$ cat src/rtl/seq_scan_sched_pkg.sv
// Shared types and helpers for the round-robin serial pattern-match scheduler.
package seq_sched_pkg;

  typedef enum logic [1:0] {
    ST_IDLE,
    ST_STREAM,
    ST_DONE
  } state_t;

  localparam int                   MAX_CH      = 8;
  localparam int                   DEF_PAT_W   = 5;
  localparam logic [DEF_PAT_W-1:0] DEF_PATTERN = 5'b11101;

  // First requesting channel at or above ptr, wrapping within n channels.
  function automatic logic [2:0] rr_pick(input logic [MAX_CH-1:0] req,
                                         input logic [2:0]        ptr,
                                         input int                n);
    logic       found;
    logic [2:0] idx;
    rr_pick = '0;
    found   = 1'b0;
    for (int i = 0; i < MAX_CH; i++) begin
      idx = 3'((int'(ptr) + i) % n);
      if (i < n && !found && req[idx]) begin
        rr_pick = idx;
        found   = 1'b1;
      end
    end
  endfunction

endpackage

$ cat src/rtl/seq_scan_sched_if.sv
// Requester-side bundle of the scheduler: per-channel request, length and serial data plus status.
interface seq_scan_sched_if #(
  parameter int NCH   = 4,
  parameter int LEN_W = 8
);
  localparam int CW = (NCH > 1) ? $clog2(NCH) : 1;

  logic [NCH-1:0]       req;
  logic [NCH*LEN_W-1:0] frame_len;
  logic [NCH-1:0]       bit_i;
  logic [NCH-1:0]       bit_vld;
  logic [NCH-1:0]       bit_rdy;
  logic [NCH-1:0]       gnt;
  logic                 busy;
  logic                 hit;
  logic                 done;
  logic [CW-1:0]        done_ch;
  logic [LEN_W-1:0]     hit_cnt;

  modport master (
    output req, frame_len, bit_i, bit_vld,
    input  bit_rdy, gnt, busy, hit, done, done_ch, hit_cnt
  );

  modport slave (
    input  req, frame_len, bit_i, bit_vld,
    output bit_rdy, gnt, busy, hit, done, done_ch, hit_cnt
  );

endinterface

$ cat src/rtl/seq_scan_sched_pat_match.sv
// Serial matcher: flags the completing bit of every (overlapping) PATTERN occurrence, one cycle late.
module pat_match
  import seq_sched_pkg::*;
#(
  parameter int               PAT_W   = DEF_PAT_W,
  parameter logic [PAT_W-1:0] PATTERN = DEF_PATTERN
) (
  input  logic clk,
  input  logic rst,
  input  logic clr,
  input  logic shift_en,
  input  logic bit_in,
  output logic hit
);
  localparam int FW = $clog2(PAT_W + 1);

  logic [PAT_W-2:0] r_sh;
  logic [FW-1:0]    r_fill;
  logic             r_hit;
  logic [PAT_W-1:0] w_sh_nxt;

  assign w_sh_nxt = {r_sh, bit_in};

  // r_fill saturates at PAT_W so a match needs a full window from this frame.
  always_ff @(posedge clk) begin
    if (rst || clr) begin
      r_sh   <= '0;
      r_fill <= '0;
      r_hit  <= 1'b0;
    end else if (shift_en) begin
      r_sh <= w_sh_nxt[PAT_W-2:0];
      if (r_fill != FW'(PAT_W)) r_fill <= r_fill + FW'(1);
      r_hit <= (r_fill >= FW'(PAT_W - 1)) && (w_sh_nxt == PATTERN);
    end else begin
      r_hit <= 1'b0;
    end
  end

  assign hit = r_hit;

endmodule

$ cat src/rtl/seq_scan_sched.sv
// Round-robin sharing of one serial pattern matcher among NCH requesters.
// States: IDLE arbitrate and latch length | STREAM shift granted bits | DONE report, advance ptr.
module seq_scan_sched
  import seq_sched_pkg::*;
#(
  parameter int               NCH     = 4,
  parameter int               PAT_W   = DEF_PAT_W,
  parameter logic [PAT_W-1:0] PATTERN = DEF_PATTERN,
  parameter int               LEN_W   = 8
) (
  input  logic              clk,
  input  logic              rst,
  seq_scan_sched_if.slave   bus
);
  localparam int CW = (NCH > 1) ? $clog2(NCH) : 1;

  state_t           r_state, w_state_nxt;
  logic [CW-1:0]    r_ch, r_ptr, r_done_ch, w_pick, w_ch_nxt;
  logic [LEN_W-1:0] r_rem, r_cnt, r_hit_cnt, w_len_sel, w_hit_cnt;
  logic [NCH-1:0]   w_onehot;
  logic             w_any_req, w_acc, w_last, w_hit;

  assign w_any_req = |bus.req;
  assign w_pick    = CW'(rr_pick(MAX_CH'(bus.req), 3'(r_ptr), NCH));
  assign w_len_sel = bus.frame_len[int'(w_pick)*LEN_W +: LEN_W];
  assign w_acc     = (r_state == ST_STREAM) && bus.bit_vld[r_ch];
  assign w_last    = (r_rem == LEN_W'(1));
  assign w_onehot  = NCH'(1) << r_ch;
  assign w_ch_nxt  = (r_ch == CW'(NCH - 1)) ? '0 : r_ch + CW'(1);
  // The last bit's hit lands in the DONE cycle, so fold it in combinationally there.
  assign w_hit_cnt = r_cnt + LEN_W'(w_hit);

  pat_match #(.PAT_W(PAT_W), .PATTERN(PATTERN)) u_match (
    .clk     (clk),
    .rst     (rst),
    .clr     (r_state == ST_IDLE),
    .shift_en(w_acc),
    .bit_in  (bus.bit_i[r_ch]),
    .hit     (w_hit)
  );

  always_ff @(posedge clk) begin
    if (rst) begin
      r_state   <= ST_IDLE;
      r_ch      <= '0;
      r_ptr     <= '0;
      r_rem     <= '0;
      r_cnt     <= '0;
      r_done_ch <= '0;
      r_hit_cnt <= '0;
    end else begin
      r_state <= w_state_nxt;
      case (r_state)
        ST_IDLE: begin
          r_cnt <= '0;
          if (w_any_req) begin
            r_ch  <= w_pick;
            r_rem <= w_len_sel;
          end
        end
        ST_STREAM: begin
          if (w_acc) r_rem <= r_rem - LEN_W'(1);
          r_cnt <= w_hit_cnt;
        end
        ST_DONE: begin
          r_ptr     <= w_ch_nxt;
          r_done_ch <= r_ch;
          r_hit_cnt <= w_hit_cnt;
        end
        default: ;
      endcase
    end
  end

  always_comb begin
    w_state_nxt  = r_state;
    bus.gnt      = '0;
    bus.bit_rdy  = '0;
    bus.busy     = 1'b0;
    bus.done     = 1'b0;
    bus.done_ch  = r_done_ch;
    bus.hit_cnt  = r_hit_cnt;
    case (r_state)
      ST_IDLE: begin
        if (w_any_req) w_state_nxt = (w_len_sel == '0) ? ST_DONE : ST_STREAM;
      end
      ST_STREAM: begin
        bus.gnt     = w_onehot;
        bus.bit_rdy = w_onehot;
        bus.busy    = 1'b1;
        if (w_acc && w_last) w_state_nxt = ST_DONE;
      end
      ST_DONE: begin
        bus.busy    = 1'b1;
        bus.done    = 1'b1;
        bus.done_ch = r_ch;
        bus.hit_cnt = w_hit_cnt;
        w_state_nxt = ST_IDLE;
      end
      default: w_state_nxt = ST_IDLE;
    endcase
  end

  assign bus.hit = w_hit;

endmodule
$ cat src/flat_wrapper.sv
// flat-port wrapper written by rule: the top's interface ports become plain ports
module seq_scan_sched_flat import seq_sched_pkg::*;
#(
  parameter int               NCH     = 4,
  parameter int               PAT_W   = DEF_PAT_W,
  parameter logic [PAT_W-1:0] PATTERN = DEF_PATTERN,
  parameter int               LEN_W   = 8
)
  (clk, rst, bus_req, bus_frame_len, bus_bit_i, bus_bit_vld, bus_bit_rdy, bus_gnt, bus_busy, bus_hit, bus_done, bus_done_ch, bus_hit_cnt);
  seq_scan_sched_if #(.NCH(NCH), .LEN_W(LEN_W)) bus_i ();
  input  logic clk;
  input  logic rst;
  input wire logic [$bits(bus_i.req)-1:0] bus_req;
  input wire logic [$bits(bus_i.frame_len)-1:0] bus_frame_len;
  input wire logic [$bits(bus_i.bit_i)-1:0] bus_bit_i;
  input wire logic [$bits(bus_i.bit_vld)-1:0] bus_bit_vld;
  output wire logic [$bits(bus_i.bit_rdy)-1:0] bus_bit_rdy;
  output wire logic [$bits(bus_i.gnt)-1:0] bus_gnt;
  output wire logic [$bits(bus_i.busy)-1:0] bus_busy;
  output wire logic [$bits(bus_i.hit)-1:0] bus_hit;
  output wire logic [$bits(bus_i.done)-1:0] bus_done;
  output wire logic [$bits(bus_i.done_ch)-1:0] bus_done_ch;
  output wire logic [$bits(bus_i.hit_cnt)-1:0] bus_hit_cnt;
  assign bus_i.req = bus_req;
  assign bus_i.frame_len = bus_frame_len;
  assign bus_i.bit_i = bus_bit_i;
  assign bus_i.bit_vld = bus_bit_vld;
  assign bus_bit_rdy = bus_i.bit_rdy;
  assign bus_gnt = bus_i.gnt;
  assign bus_busy = bus_i.busy;
  assign bus_hit = bus_i.hit;
  assign bus_done = bus_i.done;
  assign bus_done_ch = bus_i.done_ch;
  assign bus_hit_cnt = bus_i.hit_cnt;
  seq_scan_sched #(.NCH(NCH), .PAT_W(PAT_W), .PATTERN(PATTERN), .LEN_W(LEN_W)) u_core (.clk(clk), .rst(rst), .bus(bus_i));
endmodule
$ cat config.mk
export PLATFORM = sky130hd
export DESIGN_NAME = seq_scan_sched_flat
export DESIGN_NICKNAME = d
export VERILOG_FILES = /design/src/rtl/seq_scan_sched_pkg.sv /design/src/rtl/seq_scan_sched_if.sv /design/src/rtl/seq_scan_sched_pat_match.sv /design/src/rtl/seq_scan_sched.sv /design/src/flat_wrapper.sv
export SDC_FILE = /design/constraint.sdc
export NUM_CORES = 1
export LEC_CHECK = 0
export CAP_MARGIN = 20
export CORE_UTILIZATION = 50
export CTS_CLUSTER_SIZE = 12
export DETAILED_ROUTE_END_ITERATION = 10
export PLACE_DENSITY = 0.93
export SYNTH_ARGS = -nofsm -noshare
export SYNTH_HDL_FRONTEND = slang
export SYNTH_SLANG_ARGS = --single-unit
export TNS_END_PERCENT = 1
$ cat constraint.sdc
create_clock -name clk -period 6.17 [get_ports clk]
set_input_delay 1.234 -clock clk [delete_from_list [all_inputs] [get_ports clk]]
set_output_delay 1.234 -clock clk [all_outputs]
set_load 0.005 [all_outputs]
======== After elaboration in Yosys (flattened, before gate mapping) ========
Index checks and enable logic that the tools add are counted.
operators by class
  bitwise gates (word level) .............. 4
  mux-type cells .......................... 33
  eq/ne operators ......................... 9
  add/sub/neg operators ................... 7
  shifts and indexed selects .............. 2
  order comparisons ....................... 6
  reduce and logical (&&, ||, !) cells .... 23
operator list
  operator                                                                 number
  8-bit case mux with 2 select lines                                       2
  32-bit by 6-bit indexed part select with 8-bit output                    1
  8-bit 2-to-1 mux                                                         3
  2-bit 2-to-1 mux                                                         9
  3-bit by 4-bit < comparator with 1-bit output, second input constant     3
  1-bit 2-to-1 mux                                                         11
  2-bit OR reduction                                                       5
  1-bit binary-select mux with 3-bit select                                3
  8-bit by 1-bit adder with 8-bit output                                   1
  8-bit by 1-bit equality test with 1-bit output, second input constant    1
  8-bit zero test                                                          1
  8-bit by 1-bit subtractor with 8-bit output, second input constant       1
  1-bit binary-select mux with 2-bit select                                3
  1-bit logical AND                                                        6
  2-bit AND reduction                                                      3
  5-bit equality test, second input constant                               1
  2-bit by 1-bit adder with 2-bit output, second input constant            2
  2-bit adder, second input constant                                       2
  2-bit equality test, second input constant                               2
  2-bit by 4-bit < comparator with 1-bit output, second input constant     1
  4-bit 2-to-1 mux                                                         1
  2-bit by 1-bit inequality test with 1-bit output, second input constant  2
  2-bit case mux with 2 select lines                                       1
  4-bit OR reduction                                                       1
  14 further kinds                                                         18
storage, ports and cells
  input bits .............................. 46
  logic and storage cells ................. 94
  register bits ........................... 40
  output and inout port bits .............. 21

======== Logic depth before layout (Yosys ltp) ========
  depth after elaboration ................. 18
  mapped depth ............................ 9

======== Modules after synthesis ========
Synthesis repeated with hierarchy kept, for this count alone.
second synthesis, totals
  cell total of the unflattened synthesis .. 287
  area total of the unflattened synthesis .. 2544.9 sq um
by module, submodules not included
  module          area an instance (sq um)  cells each  instances  seq. area each (sq um)
  seq_scan_sched  2130.8                    250         1          640.6
  pat_match       414.1                     37          1          160.2

======== Least setup slack after synthesis ========
Ideal clock, no wire load.
  path type ............................... input -> register
  start ................................... in bus_req[2]
  end ..................................... reg u_core.r_state[0]
  cell stages on the path ................. 8
  setup slack ............................. 2.930 ns
  required time ........................... 6.054 ns
  data arrival time ....................... 3.125 ns
  cells stage by stage .................... nor2b_1 > a21o_1 > a211o_1 > clkbuf_1 > a211oi_1 > a2bb2o_1 > or4_1 > a31o_1
on the way
  cells in the longest elaborated chain, start to end .. 17
RTL lines
  what                                                   line                      text
  from (decl)                                            flat_wrapper.sv:13        input wire logic [$bits(bus_i.req)-1:0] bus_req;
  1-bit binary-select mux with 2-bit select              seq_scan_sched_pkg.sv:24  if (i < n && !found && req[idx]) begin
  1-bit 2-to-1 mux (implied by the code)                 seq_scan_sched_pkg.sv:24
  1-bit 2-to-1 mux                                       seq_scan_sched_pkg.sv:24
  1-bit zero test                                        seq_scan_sched_pkg.sv:24
  1-bit logical AND                                      seq_scan_sched_pkg.sv:24
  1-bit 2-to-1 mux                                       seq_scan_sched_pkg.sv:24
  1-bit zero test                                        seq_scan_sched_pkg.sv:24
  1-bit logical AND                                      seq_scan_sched_pkg.sv:24
  1-bit 2-to-1 mux                                       seq_scan_sched_pkg.sv:24
  1-bit zero test                                        seq_scan_sched_pkg.sv:24
  1-bit logical AND                                      seq_scan_sched_pkg.sv:24
  2-bit 2-to-1 mux                                       seq_scan_sched_pkg.sv:24
  32-bit by 6-bit indexed part select with 8-bit output  seq_scan_sched.sv:25      assign w_len_sel = bus.frame_len[int'(w_pick)*LEN_W +: LEN_W];
  8-bit zero test                                        seq_scan_sched.sv:85      if (w_any_req) w_state_nxt = (w_len_sel == '0) ? ST_DONE : ST_STREAM;
  2-bit 2-to-1 mux (2 in series)                         seq_scan_sched.sv:85
  2-bit case mux with 2 select lines                     seq_scan_sched.sv:83      case (r_state)
  to (signal assigned)                                   seq_scan_sched.sv:52      r_state <= w_state_nxt;
  to (decl)                                              seq_scan_sched.sv:17      state_t r_state, w_state_nxt;
Parallel ways exist; a longest one is shown, timed or not. The select of a mux whose other input is x is not followed.
A chain may end at the register's enable or synchronous reset.

======== Worst setup path after layout ========
Same ends and word-level chain as after synthesis.

==> results by stage <==
Outcome:
- The flow ran to the end, and the final reports show no timing, DRC or antenna violations.

Logic synthesis:
- The synthesized design contains 40 register bits.
- Of all cell types, the one taking the most synthesized area is sky130_fd_sc_hd__dfxtp_1.
- Counting every net in the synthesized netlist gives 379.
- The synthesized netlist cell count is 319.
- Summing every instance area after synthesis gives 2530 um^2.
- After synthesis, the share of flip-flops with an asynchronous set or reset is 0.
- The share of the Yosys chip area taken by registers is 0.317.
- The number of synthesized flops with an enable pin is 0.
- Counting instances in the post-synthesis netlist gives the leading cell types as sky130_fd_sc_hd__dfxtp_1, sky130_fd_sc_hd__nor2_1, sky130_fd_sc_hd__a21oi_1.
- In the post-synthesis netlist, the biggest area contributors are sky130_fd_sc_hd__dfxtp_1, sky130_fd_sc_hd__ha_1, sky130_fd_sc_hd__a21oi_1.
- During synthesis, Yosys emitted a total of 0 warnings.
- The leading register cell type out of synthesis is sky130_fd_sc_hd__dfxtp_1.
- Counting distinct cell types in the post-synthesis netlist gives 45.
- The average cell area after synthesis is 7.93 um^2.
- The fraction of synthesized cell area taken by the top area cell type is 0.317.
- The most frequent cell after synthesis is sky130_fd_sc_hd__dfxtp_1.

Placed design:
- The HPWL after detailed placement is 4740 um.
- Routability-driven placement finished with a final weighted congestion of 0.816.
- The placed standard-cell area is 3200 um^2.
- The count of input and output buffers is 66.

Pwr:
- The completed layout was analyzed and its total power is 1.06 mW.
- Summed over all cells, the static leakage comes to 1.29 nW.
- Dividing total power by cell area gives a power density of 320 nW/um^2.
- IR analysis of the VDD net gives a maximum drop of 0.156 mV.

STA:
- The smallest hold slack is 0.501 ns.
- The clock tree skew after final layout is 0.00523 ns.
- The fmax is 0.256 GHz.
- After layout, the minimum clock period comes to 3.91 ns.
- Setup repair after global routing left no endpoint under its margin.
- The setup-violating endpoint count in the final report is 0.
- Of the available clock period, the critical path in the final layout requires 0.633.
- The transition at the pin with the smallest max-transition slack is 1.01 ns.
- The max-slew violation count is 0.
- The relative slew slack is 0.330.
- The count of final hold-check violations came to 0.
- After routing, the total negative slack on setup checks comes to 0 ns.

Clock network:
- The count of instances resized after the clock tree is built is 0.
- The tree built by TritonCTS fans out to 40 sinks.
- After clock tree synthesis, the clock-pin slew on the worst setup and hold paths is 0.08 ns.
- Clock latency on the worst-skew pair, taken at its later pin, is 0.29 ns.
- The buffer count from post-CTS setup fixing is 0.
- The tree is rooted in a sky130_fd_sc_hd__clkbuf_8.
- After clock tree synthesis, the flow added hold-fix buffers numbering 0.
- The number of levels in the clock H-tree is 2.
- TritonCTS built the clock tree.
- The maximum buffer depth of the clock tree is 2.
- The number of buffers created by CTS is 5.

Worst setup path:
- The path type of the worst setup path is in -> reg.
- The critical path startpoint category is an input pin.
- The worst setup path is captured at a register.
- For the worst setup path, the data arrival time is 4.09 ns.
- Of all nets on the critical path, the largest fanout is 17.
- Data on the critical path is required at its endpoint by 6.36 ns.

Detailed routing:
- For this block, wires on met1 add up to 2610 um.
- The remaining number of nets flagged by the antenna check after routing is 0.
- For this block, the routed nets add up to 6170 um of wire.
- The number of optimization iterations in the first detailed-route pass is 4.
- The detailed-route via count is 2474.
- In the detailed route, the total length drawn on met3 is 283 um.
- After detailed routing, no signal wire sits above met4.
- Detailed routing placed a total of 3100 um of wire on met2.
- The number of design-rule violations left by the first detailed-router iteration is 179.
- After detailed routing, the number of vias per cell comes to 5.61.
- For this run, design rule violations remaining after detail routing come to 0.
- Dividing the detail-routed wire length by the instance count gives 14.0 um.

GRT:
- The initial antenna violation count is 0.
- Entering global routing, the biggest net connects 32 pins.
- The overflow left after global routing is 0.
- The first global-routing pass estimated 10600 um of wire.
- The total global-route track usage is 0.253.
- The via count of the first global-routing pass is 2374.

Floorplanning:
- The initial cell density of the core is 0.529.
- The number of ports placed on the die boundary is 67.
- The initialized floorplan defines 25 standard-cell rows.
- The height of the die is 73.1 um.
- The die area is 5350 um^2.
- In this run the standard cell core region covers 4790 um^2.
- The die extent in x is 73.1 um.

Job:
- The total of max-cap violations is 0.

Layout:
- The utilization after layout is 0.692.
- The filler cells instantiated in the layout total 361.
- The number of antenna diodes in the final layout is 0.
- The post-route cell area is 3310 um^2.
- The area growth from synthesis to layout is 30.9%.
- The final layout contains 433 nets.
- The share of final-layout standard cells stronger than drive strength 1 is 0.0481.

Worst hold path:
- The worst hold path belongs to the class reg -> reg.
## critical path: stages
cell and delay, ns:
sky130_fd_sc_hd__clkdlybuf4s50_1 0.51, sky130_fd_sc_hd__nor2b_1 0.24, sky130_fd_sc_hd__a211o_1 0.37, sky130_fd_sc_hd__nand2_1 0.36, sky130_fd_sc_hd__a211oi_1 0.47, sky130_fd_sc_hd__o22ai_1 0.14
sky130_fd_sc_hd__or4_1 0.57, sky130_fd_sc_hd__a31o_1 0.19
## final timing paths
| check | from | endpoint | slack (ns) | cells after the start |
|---|---|---|---|---|
| worst max-delay path | bus_req[2] | u_core.r_state[0] | 2.26 | 8 |
| worst min-delay path | u_core.u_match.r_sh[3] | u_core.u_match.r_sh[3] | 0.50 | 2 |
| worst max register to register | u_core.r_state[1] | u_core.r_rem[3] | 3.42 | 8 |
| worst min register to register | u_core.u_match.r_sh[3] | u_core.u_match.r_sh[3] | 0.50 | 2 |
## cell families after synthesis
group / synth area share
AO/OA/AOI/OAI: 0.203
XOR/XNOR: 0.0242
adder cells (fa/ha/maj): 0.0692
buffers and inverters: 0.0584
flip-flops: 0.317
multiplexers: 0.0633
AND/OR/NAND/NOR: 0.265
## flip-flops by register name, indices dropped and copies added (netlist names)
register,cells
u_core.r_ch,2
u_core.r_cnt,8
u_core.r_done_ch,2
u_core.r_hit_cnt,8
u_core.r_ptr,2
u_core.r_rem,8
u_core.r_state,2
u_core.u_match.hit,1
u_core.u_match.r_fill,3
u_core.u_match.r_sh,4
## through the flow
step,std cells,worst slack (ns)
after floorplan,319,2.93
after global placement,432,2.15
after detailed placement,433,1.99
after CTS,441,2.29
after global routing,441,2.07
final,441,2.26
## layer usage
metal,track usage,vias up
met5,0,-
met4,0.115,0
met3,0.0608,16
met2,0.436,83
met1,0.296,1122
li1,-,1253
## report_power, final
group | leakage [nW] | total (mW) | internal, mW | switching (mW)
Sequential | 0.325 | 0.331 | 0.297 | 0.0340
Clock | 0.0552 | 0.210 | 0.120 | 0.0898
Combinational | 0.914 | 0.518 | 0.236 | 0.283
## cell usage in the layout, fill, tap and decap left out, types with 3 or more instances in the layout
cell type	netlist	routed
sky130_fd_sc_hd__nand2_1	13	13
sky130_fd_sc_hd__mux2i_1	7	7
sky130_fd_sc_hd__a211oi_1	14	14
sky130_fd_sc_hd__and2_1	5	5
sky130_fd_sc_hd__nand3_1	13	13
sky130_fd_sc_hd__or4_1	3	3
sky130_fd_sc_hd__nor3_1	11	11
sky130_fd_sc_hd__ha_1	14	14
sky130_fd_sc_hd__clkbuf_8	0	5
sky130_fd_sc_hd__nand3b_1	3	3
sky130_fd_sc_hd__a21o_1	5	5
sky130_fd_sc_hd__mux2_2	4	4
sky130_fd_sc_hd__a31oi_1	3	3
sky130_fd_sc_hd__nand2b_1	3	3
sky130_fd_sc_hd__o21ai_0	16	16
sky130_fd_sc_hd__inv_1	13	13
sky130_fd_sc_hd__nor2_1	38	38
sky130_fd_sc_hd__xnor2_1	5	5
sky130_fd_sc_hd__dfxtp_1	40	40
sky130_fd_sc_hd__and3_1	16	16
sky130_fd_sc_hd__nor2b_1	15	15
sky130_fd_sc_hd__a21oi_1	30	30
sky130_fd_sc_hd__clkdlybuf4s50_1	0	66
## final cells by class
class / instances / area (um^2) / area share
clock inverters: 2 / 35.0 / 0.0106
multi-input cells: 246 / 1580 / 0.478
repair buffers: 67 / 688 / 0.208
well taps: 67 / 83.8 / 0.0253
flip-flops and latches: 40 / 801 / 0.242
inverters: 13 / 48.8 / 0.0147
clock buffers: 6 / 72.6 / 0.0219
(Power assumes the default switching activity.)
